**config.mk**
```make
export PLATFORM = sky130hd
export DESIGN_NAME = dcache_ctrl
export DESIGN_NICKNAME = d
export VERILOG_FILES = /design/src/rtl/dcache_ctrl.sv
export SDC_FILE = /design/constraint.sdc
export NUM_CORES = 2
export LEC_CHECK = 0
export CAP_MARGIN = 20
export CORE_ASPECT_RATIO = 1.4
export CORE_MARGIN = 5
export CORE_UTILIZATION = 30
export CTS_BUF_LIST = sky130_fd_sc_hd__clkbuf_4 sky130_fd_sc_hd__clkbuf_8
export DETAILED_ROUTE_END_ITERATION = 6
export GPL_ROUTABILITY_DRIVEN = 0
export GPL_TIMING_DRIVEN = 0
export SLEW_MARGIN = 20
export SYNTH_ARGS = -nofsm -noshare
export SYNTH_HDL_FRONTEND = slang
export SYNTH_SLANG_ARGS = --single-unit
```
**constraint.sdc**
```tcl
create_clock -name Clk -period 17.8 [get_ports Clk]
set_clock_uncertainty 0.05 [all_clocks]
set_input_delay 3.56 -clock Clk [delete_from_list [all_inputs] [get_ports Clk]]
set_output_delay 3.56 -clock Clk [all_outputs]
set_load 0.05 [all_outputs]
```
**src/rtl/dcache_ctrl.sv**
```systemverilog
// Direct-mapped write-through D-cache: read hits answer in the same cycle with no stall;
// read misses and all stores go to RAM and stall the CPU for 1 + N cycles, where N = mem_miss cycles.
module dcache_ctrl #(
  parameter int ADDR_WIDTH = 32,
  parameter int DATA_WIDTH = 32,
  parameter int INDEX_BITS = 6
) (
  input  logic                  Clk,
  input  logic                  Rst,
  input  logic                  cpu_en,
  input  logic                  cpu_rw,
  input  logic [ADDR_WIDTH-1:0] cpu_addr,
  input  logic [DATA_WIDTH-1:0] cpu_wdata,
  output logic [DATA_WIDTH-1:0] cpu_rdata,
  output logic                  cpu_miss,
  output logic                  mem_en,
  output logic                  mem_rw,
  output logic [ADDR_WIDTH-1:0] mem_addr,
  output logic [DATA_WIDTH-1:0] mem_wdata,
  input  logic [DATA_WIDTH-1:0] mem_rdata,
  input  logic                  mem_miss,
  output logic [15:0]           hit_cnt,
  output logic [15:0]           miss_cnt
);
  localparam int LINES = 1 << INDEX_BITS;
  localparam int TAG_W = ADDR_WIDTH - INDEX_BITS;

  typedef enum logic [1:0] {S_IDLE, S_FILL, S_WRITE} state_t;

  state_t                r_state, w_next_state;
  logic [LINES-1:0]      r_valid;
  logic [TAG_W-1:0]      r_tag_arr  [LINES];
  logic [DATA_WIDTH-1:0] r_data_arr [LINES];
  logic                  r_mem_rw;
  logic [ADDR_WIDTH-1:0] r_mem_addr;
  logic [DATA_WIDTH-1:0] r_mem_wdata;
  logic [15:0]           r_hit_cnt, r_miss_cnt;

  logic [INDEX_BITS-1:0] w_index, w_m_index;
  logic [TAG_W-1:0]      w_tag;
  logic                  w_hit, w_rd_hit, w_rd_miss, w_wr_req, w_done;
  logic [DATA_WIDTH-1:0] w_line_data;

  assign w_index     = cpu_addr[INDEX_BITS-1:0];
  assign w_tag       = cpu_addr[ADDR_WIDTH-1:INDEX_BITS];
  assign w_m_index   = r_mem_addr[INDEX_BITS-1:0];
  assign w_hit       = r_valid[w_index] && (r_tag_arr[w_index] == w_tag);
  assign w_rd_hit    = (r_state == S_IDLE) && cpu_en && !cpu_rw && w_hit;
  assign w_rd_miss   = (r_state == S_IDLE) && cpu_en && !cpu_rw && !w_hit;
  assign w_wr_req    = (r_state == S_IDLE) && cpu_en && cpu_rw;
  assign w_done      = (r_state != S_IDLE) && !mem_miss;
  assign w_line_data = (r_state == S_WRITE) ? r_mem_wdata : mem_rdata;

  always_ff @(posedge Clk) begin
    if (Rst) begin
      r_state     <= S_IDLE;
      r_valid     <= '0;
      r_mem_rw    <= 1'b0;
      r_mem_addr  <= '0;
      r_mem_wdata <= '0;
      r_hit_cnt   <= 16'd0;
      r_miss_cnt  <= 16'd0;
    end else begin
      r_state <= w_next_state;
      if (w_rd_miss || w_wr_req) begin
        r_mem_addr <= cpu_addr;
        r_mem_rw   <= cpu_rw;
        if (cpu_rw) r_mem_wdata <= cpu_wdata;
      end
      if (w_done) r_valid[w_m_index] <= 1'b1;
      if (w_rd_hit && r_hit_cnt != 16'hFFFF) r_hit_cnt <= r_hit_cnt + 16'd1;
      if (w_rd_miss && r_miss_cnt != 16'hFFFF) r_miss_cnt <= r_miss_cnt + 16'd1;
    end
  end

  // Tag/data arrays carry no reset; reset only blocks an in-flight completion.
  always_ff @(posedge Clk) begin
    if (!Rst && w_done) begin
      r_tag_arr[w_m_index]  <= r_mem_addr[ADDR_WIDTH-1:INDEX_BITS];
      r_data_arr[w_m_index] <= w_line_data;
    end
  end

  always_comb begin
    w_next_state = r_state;
    case (r_state)
      S_IDLE: begin
        if (w_wr_req)       w_next_state = S_WRITE;
        else if (w_rd_miss) w_next_state = S_FILL;
      end
      S_FILL, S_WRITE: if (!mem_miss) w_next_state = S_IDLE;
      default: w_next_state = S_IDLE;
    endcase
  end

  always_comb begin
    cpu_miss  = 1'b0;
    cpu_rdata = '0;
    mem_en    = 1'b0;
    case (r_state)
      S_IDLE: begin
        cpu_miss = cpu_en && !w_rd_hit;
        if (w_rd_hit) cpu_rdata = r_data_arr[w_index];
      end
      S_FILL: begin
        mem_en   = 1'b1;
        cpu_miss = mem_miss;
        if (!mem_miss) cpu_rdata = mem_rdata;
      end
      S_WRITE: begin
        mem_en   = 1'b1;
        cpu_miss = mem_miss;
      end
      default: ;
    endcase
  end

  assign mem_rw    = r_mem_rw;
  assign mem_addr  = r_mem_addr;
  assign mem_wdata = r_mem_wdata;
  assign hit_cnt   = r_hit_cnt;
  assign miss_cnt  = r_miss_cnt;
endmodule

```
### Yosys cells after proc, flatten, opt, wreduce, memory -nomap -nowiden

Memory sizes are Yosys's and may differ from the RTL's.
Index checks and enable logic that the tools add are counted.

| word-level totals | value |
|---|---|
| flip-flop bits (word level) | 163 |
| memory bits (writable) | 3712 |
| bits of input ports | 101 |
| output and inout port bits | 131 |
| word-level logic and storage cells | 61 |
| memories | 2 |

Memory list:

| name | depth | bits a word | read ports | clocked after memory_dff | write ports | line | RTL |
|---|---|---|---|---|---|---|---|
| r_data_arr | 64 | 32 | 1 | 0 | 1 | 33 | `logic [DATA_WIDTH-1:0] r_data_arr [LINES];` |
| r_tag_arr | 64 | 26 | 1 | 0 | 1 | 32 | `logic [TAG_W-1:0] r_tag_arr [LINES];` |

| cells by class | value |
|---|---|
| add/subtract/negate cells | 2 |
| magnitude comparators | 3 |
| equal/unequal tests | 7 |
| multiplexer cells | 16 |
| bitwise gates (word level) | 1 |
| reduce and logical (&&, ||, !) cells | 23 |

Operators by type and width:

| kind | count |
|---|---|
| 32-bit two-way mux | 3 |
| 64-bit OR | 1 |
| 32-bit one-hot mux with 2 select lines | 1 |
| 16-bit by 1-bit adder with 16-bit output (second input constant) | 2 |
| 16-bit inequality test (second input constant) | 2 |
| 26-bit equality test | 1 |
| 6-bit by 7-bit < comparator with 1-bit output (second input constant) | 2 |
| 1-bit logical AND | 12 |
| 1-bit binary-select mux with 6-bit select | 1 |
| 1-bit demux with 6-bit select | 1 |
| 6-bit by 1-bit greater-or-equal comparator with 1-bit output (second input constant) | 1 |
| 2-bit two-way mux | 3 |
| 1-bit logical NOT | 5 |
| 1-bit two-way mux | 5 |
| 2-bit one-hot mux with 2 select lines | 1 |
| 2-bit AND reduction | 2 |
| 3-bit inequality test (second input constant) | 1 |
| 2-bit by 1-bit equality test with 1-bit output (second input constant) | 1 |
| 2-bit equality test (second input constant) | 1 |
| 2-bit logical NOT | 1 |
| 2-bit inequality test (second input constant) | 1 |
| 1-bit one-hot mux with 2 select lines | 1 |
| 2-bit nonzero test | 1 |
| 2-bit OR reduction | 1 |
| 1-bit logical OR | 1 |

### Longest topological paths before layout

| depth | value |
|---|---|
| depth after elaboration | 8 |
| mapped depth | 20 |
| depth with buffers taken out | 11 |

### Worst setup path before layout

OpenSTA, ideal clock, no wires.

| timing | value |
|---|---|
| path kind | in2out |
| from | input cpu_addr[0] |
| to | output cpu_rdata[0] |
| arrival | 7.728 ns |
| setup slack | 6.462 ns |
| stages | 17 |
| buffers on the path | 7 |
| cells stage by stage | buf_6 -> buf_6 -> buf_6 -> buf_4 -> buf_4 -> mux2i_1 -> a22oi_1 -> a31oi_1 -> o21ai_0 -> nor2_1 -> mux2_2 -> nor4b_1 -> nand4_1 -> or4_1 -> buf_2 -> clkbuf_1 -> o21ai_0 |

| between the ends | value |
|---|---|
| longest elaborated chain between the ends | 6 |
| elaborated cells on any way between the ends | 9 |
| those cells by class | eq/ne (1); mux (4); reduce/logical (2); memory (2) |

RTL lines:

| what | line | RTL |
|---|---|---|
| from (decl) | 12 | `input logic [ADDR_WIDTH-1:0] cpu_addr,` |
| memory 64 x 26 bit / 1-bit binary-select mux with 6-bit select (equally long branches) | -- |  |
| 26-bit equality test / 1-bit two-way mux (equally long branches) | 47 | `assign w_hit = r_valid[w_index] && (r_tag_arr[w_index] == w_tag);` |
| 1-bit logical AND | 47 |  |
| 1-bit logical AND | 48 | `assign w_rd_hit = (r_state == S_IDLE) && cpu_en && !cpu_rw && w_hit;` |
| 32-bit two-way mux * | 103 | `if (w_rd_hit) cpu_rdata = r_data_arr[w_index];` |
| 32-bit one-hot mux with 2 select lines * | 100 | `case (r_state)` |
| to (decl) | 14 | `output logic [DATA_WIDTH-1:0] cpu_rdata,` |

Every way passes the cells marked *; elsewhere a longest branch is shown, timed or not. The select of a mux whose other input is x is not followed.

### Worst setup path in the final report

| timing | value |
|---|---|
| from | input cpu_addr[2] |
| to | output cpu_rdata[0] |

Same word-level chain as after synthesis.

==> results.txt <==
The worst setup path is of the input pin to output pin kind. The count of clock tree sinks is 3875. The end-of-flow core utilization is a little over a third. The library cell used most frequently in the layout, excluding fill and tap cells, is edfxtp_1. The worst slew margin relative to its limit came out at between 10% and 20%. The clock transition time at the flip-flop clock pins of the worst setup and hold paths came out at around 0.060 ns. The clock power share came out at about two fifths.

The width of the chip is roughly 610 um. The total of warnings raised by yosys is 0. Gates resized during post-CTS repair numbered 0.

The final-report setup violation count is 0. The highest ir drop seen on vdd came out at between 0.07 and 0.08 mV. The minimum setup slack among reg-to-reg paths came out at about 11 ns. The total global-route track usage is 19.6%. For this design the static power due to leakage is 57.8 nW.

In this run the worst hold path is classified as flop to flop. The number of distinct library cell variants in the gate-level netlist after synthesis came out at 72. The startpoint kind of the worst setup timing path is an input pin. The endpoint of the worst-slack reg-to-reg timing path is mem_addr[8]$_SDFFE_PP0P_. The total nets after synthesis came out at 6947. The first-pass GRT wire length is ~690000 um. The largest fanout on the critical path came out at 10.

The count of pins on the block boundary is between 200 and 250. The transition time at the pin with the least slew margin is around 1.3 ns. The depth of the CTS H-tree is 6. The internal power contribution came out at roughly 15 mW. The endpoint required time on the critical path is between 10 and 15 ns. The total detailed-routing wirelength came out at between 500000 and 600000 um. The total overflow reported by the global router came out at 0. Among all flip-flop cells after synthesis, the most frequent one is edfxtp_1.

The peak clock frequency supported by timing is approximately 0.06 GHz. The total number of vias came out at 82.7k. The final layout contains roughly 8.2k nets. The number of standard cells in the final layout excluding fillers came out at between 15k and 20k. Setup repair after global routing left no endpoint under its margin. Buffers added to address setup during post-CTS repair amount to 0. The sum of negative setup slack is 0 ns. The count of buffers inserted at the top-level ports came out at between 200 and 250. Dividing the detail-routed wire length by the instance count gives around 34 um. The number of standard cells after synthesis is 6840.

The TritonCTS clock tree is done. Clock latency on the worst-skew pair, taken at its later pin, is between 1 and 1.5 ns. The floorplan die area is 0.513 mm2. In this run the critical register-to-register path is launched from r_tag_arr[29][17]$_DFFE_PP_. The number of global-route vias before repair is between 80k and 90k.

The cell at the root of the clock tree is clkbuf_8. The combinational cell fraction of total power came out at under 10%. The cell area after technology mapping is roughly 0.15 mm2. In the final routing, the length of wire on met1 measures 178000 um. Of the total power, registers draw a little over half. Cells with a size suffix above 1 make up 31.5% of the layout. The final clock period utilization by the worst path is a little over nine tenths.

The detail-routed via count per cell is 5.45. The sort of element at the end of the critical path is an output pin. The initial core utilization is 30.1%. Synthesis inferred about 3.9k register bits. The growth of design area from synthesis to finish is 21.4%. The number of cells on the worst reg-to-reg path is 14.

The number of rows created at floorplan is slightly above 300. The run finished with clean final reports. The TritonCTS buffer count came out at roughly 630.

Of the synthesized area, sequential elements account for about 77%. The die extent in y is around 850 um. The pin count of the biggest net entering global routing came out at 67.

The library cells used most frequently in the layout, excluding fill and tap cells, are edfxtp_1, mux4_2, clkbuf_8. Setup slack on the critical path of the routed design comes to slightly above 0.8 ns. In this run the power density over the cells is about 100 mW/mm2. The average size of a mapped cell came out at approximately 22 um2.

The core area is about 0.5 mm2. The share of synthesized registers carrying an async set or reset is 0%. The number of detailed-routing iterations run before antenna repair is 6. In this run the worst setup path begins at cpu_addr[2]. The hold violation count in the final report is 0. In this run the remaining antenna-violating nets after routing total 0. In the routed design, unresolved DRC markers number 0.

For this design the total switching power over the nets is between 4 and 5 mW. The number of fill cells in the layout is 44.9k. In this run the worst setup path terminates at cpu_rdata[0]. The first routing iteration left roughly 13k violations. Once placement completed, the tool counted placed cells totaling 14.0k. The number of pins exceeding their max-slew limit in the final report came out at 0.

Detailed routing placed a total of roughly 250000 um of wire on met2. The max-capacitance violation count is 0. The maximum count of clock buffers along a single path is 4.

The number of antenna violations at the first check in global routing is 27. In the detailed route, the total length drawn on met3 is around 57000 um. The endpoint arrival time on the critical path is about 13 ns. The top layer reached by signal wires is met5. The number of buffers inserted for hold repair after clock tree synthesis is 0. The switching part of the total came out at 23.6%. The number of enable-type register cells in the synthesized netlist came out at between 3k and 4k. The worst path needs roughly 17 ns of the cycle, external delays included. The HPWL after detailed placement is approximately 360000 um.

The setup slack after placement is between 1 and 1.5 ns.
final cells by class:
cell class	count	area, um2	share of cell area, %
inverters	14	52.6	0.0290
plain buffers	373	1920	1.06
repair buffers	581	10700	5.90
clock inverters	244	1670	0.919
well taps	6622	8290	4.57
flip-flops and latches	3875	115000	63.3
clock buffers	864	10600	5.82
multi-input cells	2578	33400	18.4
diodes	16	40.0	0.0221
Yosys cell counts, types with 3 or more instances:
cell,instances,share of area (%)
a32o_1,3,0.020
a21o_1,66,0.33
dfxtp_1,163,2.2
buf_2,66,0.22
o311ai_0,4,0.023
nand3b_1,5,0.025
a22o_1,4,0.023
nand4_1,24,0.10
nor2b_1,34,0.14
edfxtp_1,3712,75
or3_1,11,0.046
xor2_1,5,0.029
o211ai_1,5,0.025
a221oi_1,5,0.029
or4_1,13,0.065
a31oi_1,8,0.033
nand3_1,83,0.28
o21ai_0,27,0.090
xnor2_1,16,0.094
and4_1,4,0.023
nor4_1,12,0.050
clkbuf_1,172,0.43
buf_1,66,0.17
buf_6,25,0.19
o22ai_1,40,0.17
a22oi_1,112,0.56
nand2b_1,39,0.16
mux2i_1,354,2.4
and2_1,8,0.033
a32oi_1,9,0.053
o2111ai_1,5,0.029
mux2_2,58,0.44
or2_2,11,0.046
o31ai_1,11,0.055
mux4_2,980,15
inv_1,13,0.033
a211oi_1,4,0.020
nor2_1,128,0.32
and3_1,13,0.054
buf_4,43,0.22
nor3_1,23,0.077
a21oi_1,91,0.30
or3b_2,3,0.018
nand2_1,323,0.81
ha_1,6,0.050
routing by layer:
| metal | GRT usage, % | vias to the layer above |
|---|---|---|
| li1 | - | 31300 |
| met1 | 23.3 | 43500 |
| met2 | 32.1 | 6267 |
| met3 | 4.99 | 1625 |
| met4 | 11.7 | 8 |
| met5 | 0 | - |
flip-flops by register name (all words and copies together) (netlist names), 2 cells and up:
name	count
mem_wdata	32
r_tag_arr	1664
mem_addr	32
miss_cnt	16
r_state	2
r_valid	64
r_data_arr	2048
hit_cnt	16
worst min-delay path by stage:
stage	from	to	slack, ns	depth (start not counted)
finish	r_valid[58]$_SDFFE_PP0P_	r_valid[58]$_SDFFE_PP0P_	0.40	1
CTS	r_valid[58]$_SDFFE_PP0P_	r_valid[58]$_SDFFE_PP0P_	0.40	1
global route	r_valid[58]$_SDFFE_PP0P_	r_valid[58]$_SDFFE_PP0P_	0.41	1
floorplan	r_valid[12]$_SDFFE_PP0P_	r_valid[12]$_SDFFE_PP0P_	0.37	1
detailed placement	r_valid[5]$_SDFFE_PP0P_	r_valid[5]$_SDFFE_PP0P_	0.39	1
global placement	r_valid[42]$_SDFFE_PP0P_	r_valid[42]$_SDFFE_PP0P_	0.38	1
worst max-delay path, stage by stage:
cell	delay, ns
clkdlybuf4s50_1	0.66
buf_4	0.29
buf_4	0.27
buf_2	0.51
buf_2	0.69
buf_2	0.50
buf_2	0.80
nand2_1	0.10
nand2_1	0.38
a221oi_1	0.19
a21oi_1	0.65
xor2_1	0.14
nor3_1	0.20
nand4_1	0.98
or4_1	0.86
buf_2	0.22
clkbuf_2	0.44
o21ai_0	0.85
clkdlybuf4s50_1	0.96
stage by stage:
stage | cell area [um2] | power [mW] | hold WS [ns]
after floorplan | 149000 | 11.0 | 0.371
after global placement | 160000 | 11.5 | 0.377
after detailed placement | 169000 | 11.6 | 0.386
after CTS | 181000 | 19.1 | 0.400
after global routing | 181000 | 19.6 | 0.409
final | 181000 | 19.0 | 0.398
kinds of logic after synthesis:
kind of cell | count (synthesis) | synth area share, %
adders and majority gates | 6 | 0.0502
DFF | 3875 | 76.8
xor gates and xnor gates | 21 | 0.123
and+or+nand+nor | 746 | 2.33
muxes | 1392 | 17.6
AOI/OAI and AO/OA | 413 | 1.89
buffers and inverters | 387 | 1.26
power by group through the flow:
| stage | clock network, mW | registers [mW] | logic, mW |
|---|---|---|---|
| detailed placement | 0 | 10.4 | 1.19 |
| floorplan | 0 | 10.4 | 0.585 |
| finish | 7.65 | 10.2 | 1.21 |
| CTS | 7.71 | 10.2 | 1.19 |
| global route | 8.15 | 10.2 | 1.24 |
| global placement | 0 | 10.4 | 1.08 |
Note: power is estimated with default switching activity, not from simulation.
